[src/rtl/l2req_arbiter_queue.sv]
// l2req_arbiter_queue
//   Queues packets from NUM_REQ requesters in per-requester FIFOs and hands
//   one head-of-queue packet per cycle to the core's single l2req port,
//   using either round-robin or fixed-priority arbitration. Once a packet is
//   presented and the L2 side stalls, the grant is locked, so the presented
//   packet stays the same until it is accepted.
//
//   Optional feature macro: L2REQ_ARB_PERF_COUNTERS_EN (adds stall/grant counters).
//
//   Ports:
//     clk, reset          clock, asynchronous active-low reset
//     req_valid/_packet   per-requester enqueue (requester i at [i*PACKET_WIDTH +: PACKET_WIDTH])
//     req_ready           FIFO i not full (registered state only)
//     l2req_valid/_packet/_source, l2req_ready   L2 request handshake
//     perf_stall_cycles, perf_grants             (feature macro only)

module l2req_fifo #(
   parameter int DEPTH = 2,
   parameter int W     = 128
) (
   input  logic         clk,
   input  logic         rst_n,
   input  logic         wr_en,
   input  logic [W-1:0] wr_data,
   input  logic         rd_en,
   output logic         full,
   output logic         empty,
   output logic [W-1:0] head
);
   localparam int PW = $clog2(DEPTH);
   localparam int CW = PW + 1;

   logic [DEPTH-1:0][W-1:0] mem_q, mem_d;
   logic [PW-1:0]           wptr_q, wptr_d, rptr_q, rptr_d;
   logic [CW-1:0]           cnt_q, cnt_d;

   assign full  = (cnt_q == CW'(DEPTH));
   assign empty = (cnt_q == '0);
   assign head  = mem_q[rptr_q];

   // DEPTH is a power of two, so pointers wrap by natural overflow.
   always_comb begin
      mem_d  = mem_q;
      wptr_d = wptr_q;
      rptr_d = rptr_q;
      cnt_d  = cnt_q;
      if (wr_en) begin
         mem_d[wptr_q] = wr_data;
         wptr_d        = wptr_q + PW'(1);
      end
      if (rd_en) rptr_d = rptr_q + PW'(1);
      case ({wr_en, rd_en})
         2'b10:   cnt_d = cnt_q + CW'(1);
         2'b01:   cnt_d = cnt_q - CW'(1);
         default: cnt_d = cnt_q;
      endcase
   end

   always_ff @(posedge clk or negedge rst_n) begin
      if (!rst_n) begin
         mem_q  <= '0;
         wptr_q <= '0;
         rptr_q <= '0;
         cnt_q  <= '0;
      end else begin
         mem_q  <= mem_d;
         wptr_q <= wptr_d;
         rptr_q <= rptr_d;
         cnt_q  <= cnt_d;
      end
   end
endmodule

module l2req_arbiter_queue #(
   parameter int NUM_REQ      = 3,
   parameter int QUEUE_DEPTH  = 2,
   parameter int PACKET_WIDTH = 128,
   parameter int ARB_MODE     = 0,
   localparam int SW = (NUM_REQ > 1) ? $clog2(NUM_REQ) : 1
) (
   input  logic                            clk,
   input  logic                            reset,
   input  logic [NUM_REQ-1:0]              req_valid,
   input  logic [NUM_REQ*PACKET_WIDTH-1:0] req_packet,
   output logic [NUM_REQ-1:0]              req_ready,
   output logic                            l2req_valid,
   output logic [PACKET_WIDTH-1:0]         l2req_packet,
   output logic [SW-1:0]                   l2req_source,
   input  logic                            l2req_ready
`ifdef L2REQ_ARB_PERF_COUNTERS_EN
   ,
   output logic [31:0]                     perf_stall_cycles,
   output logic [NUM_REQ*32-1:0]           perf_grants
`endif
);
   typedef enum logic {IDLE, LOCKED} state_t;

   state_t                                 state_q, state_d;
   logic [SW-1:0]                          lock_q, lock_d, rr_q, rr_d;
   logic [SW-1:0]                          winner, cand, sel, rr_nxt;
   logic                                   found, any_ne, accept;
   logic [NUM_REQ-1:0]                     full, empty, rd_en;
   logic [NUM_REQ-1:0][PACKET_WIDTH-1:0]   head;

   for (genvar i = 0; i < NUM_REQ; i++) begin : g_q
      assign req_ready[i] = !full[i];
      assign rd_en[i]     = accept && (sel == SW'(i));
      l2req_fifo #(.DEPTH(QUEUE_DEPTH), .W(PACKET_WIDTH)) u_fifo (
         .clk     (clk),
         .rst_n   (reset),
         .wr_en   (req_valid[i] && !full[i]),
         .wr_data (req_packet[i*PACKET_WIDTH +: PACKET_WIDTH]),
         .rd_en   (rd_en[i]),
         .full    (full[i]),
         .empty   (empty[i]),
         .head    (head[i])
      );
   end

   // Scan candidates starting at the RR pointer (or index 0 in priority mode);
   // first non-empty FIFO wins.
   always_comb begin
      winner = '0;
      cand   = '0;
      found  = 1'b0;
      for (int k = 0; k < NUM_REQ; k++) begin
         if (ARB_MODE == 0) cand = SW'((int'(rr_q) + k) % NUM_REQ);
         else               cand = SW'(k);
         if (!found && !empty[cand]) begin
            found  = 1'b1;
            winner = cand;
         end
      end
   end

   assign any_ne       = ~&empty;
   assign sel          = (state_q == LOCKED) ? lock_q : winner;
   assign l2req_valid  = (state_q == LOCKED) || any_ne;
   assign accept       = l2req_valid && l2req_ready;
   assign l2req_packet = l2req_valid ? head[sel] : '0;
   assign l2req_source = l2req_valid ? sel : '0;
   assign rr_nxt       = (int'(sel) + 1 >= NUM_REQ) ? '0 : sel + SW'(1);

   always_comb begin
      state_d = state_q;
      lock_d  = lock_q;
      rr_d    = rr_q;
      if (accept) rr_d = rr_nxt;
      case (state_q)
         IDLE:    if (any_ne && !l2req_ready) begin
                     state_d = LOCKED;
                     lock_d  = winner;
                  end
         LOCKED:  if (l2req_ready) state_d = IDLE;
         default: state_d = IDLE;
      endcase
   end

   always_ff @(posedge clk or negedge reset) begin
      if (!reset) begin
         state_q <= IDLE;
         lock_q  <= '0;
         rr_q    <= '0;
      end else begin
         state_q <= state_d;
         lock_q  <= lock_d;
         rr_q    <= rr_d;
      end
   end

`ifdef L2REQ_ARB_PERF_COUNTERS_EN
   logic [31:0]              stall_q, stall_d;
   logic [NUM_REQ-1:0][31:0] grants_q, grants_d;

   always_comb begin
      stall_d  = stall_q;
      grants_d = grants_q;
      if (l2req_valid && !l2req_ready) stall_d = stall_q + 32'd1;
      if (accept) grants_d[sel] = grants_q[sel] + 32'd1;
   end

   always_ff @(posedge clk or negedge reset) begin
      if (!reset) begin
         stall_q  <= '0;
         grants_q <= '0;
      end else begin
         stall_q  <= stall_d;
         grants_q <= grants_d;
      end
   end

   assign perf_stall_cycles = stall_q;
   assign perf_grants       = grants_q;
`endif
endmodule

[config.mk]
export PLATFORM = sky130hd
export DESIGN_NAME = l2req_arbiter_queue
export DESIGN_NICKNAME = d
export VERILOG_FILES = /design/src/rtl/l2req_arbiter_queue.sv
export SDC_FILE = /design/constraint.sdc
export NUM_CORES = 1
export LEC_CHECK = 0
export CAP_MARGIN = 30
export CORE_ASPECT_RATIO = 0.7
export CORE_MARGIN = 2
export CORE_UTILIZATION = 50
export CTS_CLUSTER_DIAMETER = 150
export DETAILED_ROUTE_END_ITERATION = 8
export HOLD_SLACK_MARGIN = 0.08
export PLACE_DENSITY = 0.77
export SLEW_MARGIN = 20
export SYNTH_ARGS = -nofsm -noshare
export SYNTH_HDL_FRONTEND = slang
export SYNTH_SLANG_ARGS = --single-unit
[constraint.sdc]
create_clock -name clk -period 3.9 [get_ports clk]
set_input_delay 0.78 -clock clk [delete_from_list [all_inputs] [get_ports clk]]
set_output_delay 0.78 -clock clk [all_outputs]
set_load 0.02 [all_outputs]
==> summary.md <==
| Metric | Value |
|---|---|
| CP required | 3.12 ns |
| Arrival @ worst endpoint | 3.79 ns |
| Final Hold Vio Count | 0 |
| Top-count cell post-synth | dfrtp_1 |
| Unrepaired setup endpoints after global routing | true |
| Min-delay worst type | in -> async |
| Via count | 26678 |
| Grt total ovfl | 0 |
| Worst Tran Pin Value | 0.870 ns |
| Post-synth top area cell | dfrtp_1 |
| 1st-pass router iterations | 5 |
| Crit Path Max Fanout | 7 |
| Failing checks | setup timing |
| Area Overhead vs Synth | 37.7% |
| Peak supply drop | 0.580 mV |
| Yosys reg bits | 785 |
| Distinct cells, synth | 44 |
| Max Freq | 219 MHz |
| Setup TNS | -72.12 ns |
| Post-synthesis sequential area ratio | 0.539 |
| CTS Root Buffer Type | clkbuf_16 |
| WL/cell | 27.7 um |
| Vias in the first global route | 28171 |
| Mapped Area | 0.0364 mm^2 |
| CTS tree | built |
| Power, Total | 52.0 mW |
| Cells after synthesis | 2653 |
| Max-cap violations | 0 |
| Tcrit/Tclk final | 1.17 |
| Die Y | 230 um |
| DR vias/cell | 6.13 |
| Hpwl dp | 75400 um |
| Starting Density | 0.507 |
| I/O pins | 524 |
| CP Class | reg -> out |
| Final Critical Period | 4.57 ns |
| Power per cell area | 1040 mW/mm^2 |
| Hold Buf Count CTS | 0 |
| Die X | 327 um |
| Worst skew pair latency | 0.65 ns |
| Final #Nets | 3702 |
| Die Footprint | 0.0751 mm^2 |
| GP Congestion | 0.941 |
| Area share of the leading cell type in the synthesized netlist | 0.539 |
| First DRT Iteration DRCs | 1928 |
| Core Util, Final | 0.699 |
| Rows | 82 |
| Antenna-violating nets left | 0 |
| Post-synth top cells | dfrtp_1 (785), mux2_2 (769), nor2b_1 (257) |
| Most common flop cell mapped by yosys | dfrtp_1 |
| Worst Slack Setup Final | -0.666 ns |
| Core Area | 0.0718 mm^2 |
| Largest net degree at the start of global routing | 121 |
| LEAKAGE | 20.1 nW |
| EDFF count, synth | 0 |
| WL final | 121000 um |
| H-tree depth | 3 |
| Layout cells sized above 1 | 0.480 |
| Setup WS pre-CTS | -0.621 ns |
| DRC viols | 0 |
| Top cells by area, synth | dfrtp_1 (54%), mux2_2 (24%), nor2b_1 (4.4%), mux2i_1 (3.5%), a2111oi_0 (3.1%) |
| Worst Clk Skew | 0.0243 ns |
| GRT Overall Usage | 0.305 |
| Num CTS Buffers | 78 |
| Sink Count | 785 |
| Clk buf depth | 3 |
| Synth Area per Inst | 13.7 um^2 |
| CP Launch Type | register |
| Worst setup EP type | primary output |
| Slew Limit Fails | 0 |
| Async S/R FF share, synth | 1.00 |
| Syn nets | 3050 |
| Worst-path clk slew | 0.06 ns |
| First-pass GRT wire length | 175000 um |
| Yosys warnings | 0 |
| Initial antenna violation count | 35 |
| # port buffers | 523 |
| Outcome | complete, but fails checks |
| Max transition margin | 0.420 |
| Final setup fails | 130 |
worst paths after layout:
check / start / endpoint / slack [ns] / cells past startpoint
max: rr_q[1] / l2req_packet[105] / -0.67 / 13
min: reset / g_q[2].u_fifo.mem_q[181] / 0.11 / 1
max reg2reg: rr_q[1] / g_q[0].u_fifo.cnt_q[1] / 0.36 / 14
min reg2reg: g_q[1].u_fifo.mem_q[117] / g_q[1].u_fifo.mem_q[117] / 0.50 / 1
max in group asynchronous: reset / g_q[2].u_fifo.mem_q[97] / 2.51 / 3
min in group clk: g_q[1].u_fifo.mem_q[117] / g_q[1].u_fifo.mem_q[117] / 0.50 / 1
layout by cell type (no fill, tap or decap), types with 28 or more instances in the layout:
cell type / count
a2111oi_2: 55
a211oi_2: 69
a211oi_4: 48
buf_12: 62
buf_2: 29
buf_4: 231
buf_6: 55
clkbuf_16: 88
clkdlybuf4s50_1: 392
dfrtp_1: 781
diode_2: 28
mux2_2: 769
mux2i_1: 128
nor2b_1: 256
o32ai_1: 39
o32ai_2: 70
cells by family (layout without fill, tap and decap cells):
| kind of cell | Yosys count | in the layout | share of synthesized area |
|---|---|---|---|
| compound gates | 403 | 403 | 0.103 |
| xor+xnor | 15 | 15 | 0.00361 |
| fa+ha+maj | 7 | 7 | 0.00240 |
| buf+inv | 235 | 937 | 0.0271 |
| flops | 785 | 785 | 0.539 |
| mux | 897 | 897 | 0.273 |
| other cells | 0 | 28 | 0 |
| simple gates | 311 | 311 | 0.0520 |
flip-flops by register name, summed over array words and instances (netlist names):
signal and count:
g_q.u_fifo.cnt_q 6, g_q.u_fifo.mem_q 768, g_q.u_fifo.rptr_q 3, g_q.u_fifo.wptr_q 3, lock_q 2, rr_q 2
state_q 1
layer usage:
metal / vias to the layer above / part of all wire / global-route usage / wire [um]
li1: 11269 / - / - / -
met1: 14074 / 0.41 / 0.407 / 50000
met2: 994 / 0.48 / 0.493 / 57700
met3: 323 / 0.064 / 0.0638 / 7700
met4: 18 / 0.042 / 0.114 / 5070
met5: - / 0.00099 / 0 / 120
layout make-up:
| class | instances | area, um^2 |
|---|---|---|
| repair buffers | 803 | 8510 |
| well taps | 966 | 1210 |
| clock inverters | 19 | 206 |
| inverters | 4 | 15.0 |
| clock buffers | 111 | 2230 |
| diodes | 28 | 70.1 |
| multi-input cells | 1633 | 18300 |
| flip-flops and latches | 785 | 19700 |
| fillers | 4770 | 21600 |
report_power, final:
group | switching (mW) | internal [mW]
Sequential | 2.73 | 12.4
Clock | 3.24 | 4.17
Combinational | 14.5 | 14.9
timing repair:
item | in CTS | in global routing
setup buffers | 25 | 42
cloned | 13 | 12
pin swaps | 37 | 108
resized for setup | 694 | 466
setup endpoints to repair | 130 | 130
worst max-delay path, stage by stage (launching register included):
cell and delay, ns:
dfrtp_1 0.40, buf_6 0.13, ha_4 0.15, or4b_4 0.50
and2_4 0.19, a221o_1 0.41, o21ba_4 0.27, buf_12 0.16
buf_16 0.16, buf_12 0.13, buf_16 0.13, a211oi_2 0.23
o32ai_1 0.11, buf_4 0.18
stage by stage:
| step | hold slack (ns) | instance area (um^2) | std cells |
|---|---|---|---|
| finish | 0.109 | 50200 | 4349 |
| global route | 0.138 | 50200 | 4344 |
| CTS | 0.135 | 47700 | 4274 |
| detailed placement | 0.487 | 44100 | 4106 |
| global placement | 0.481 | 44100 | 4106 |
| floorplan | 0.468 | 36400 | 2653 |
Note: power is estimated with default switching activity, not from simulation.
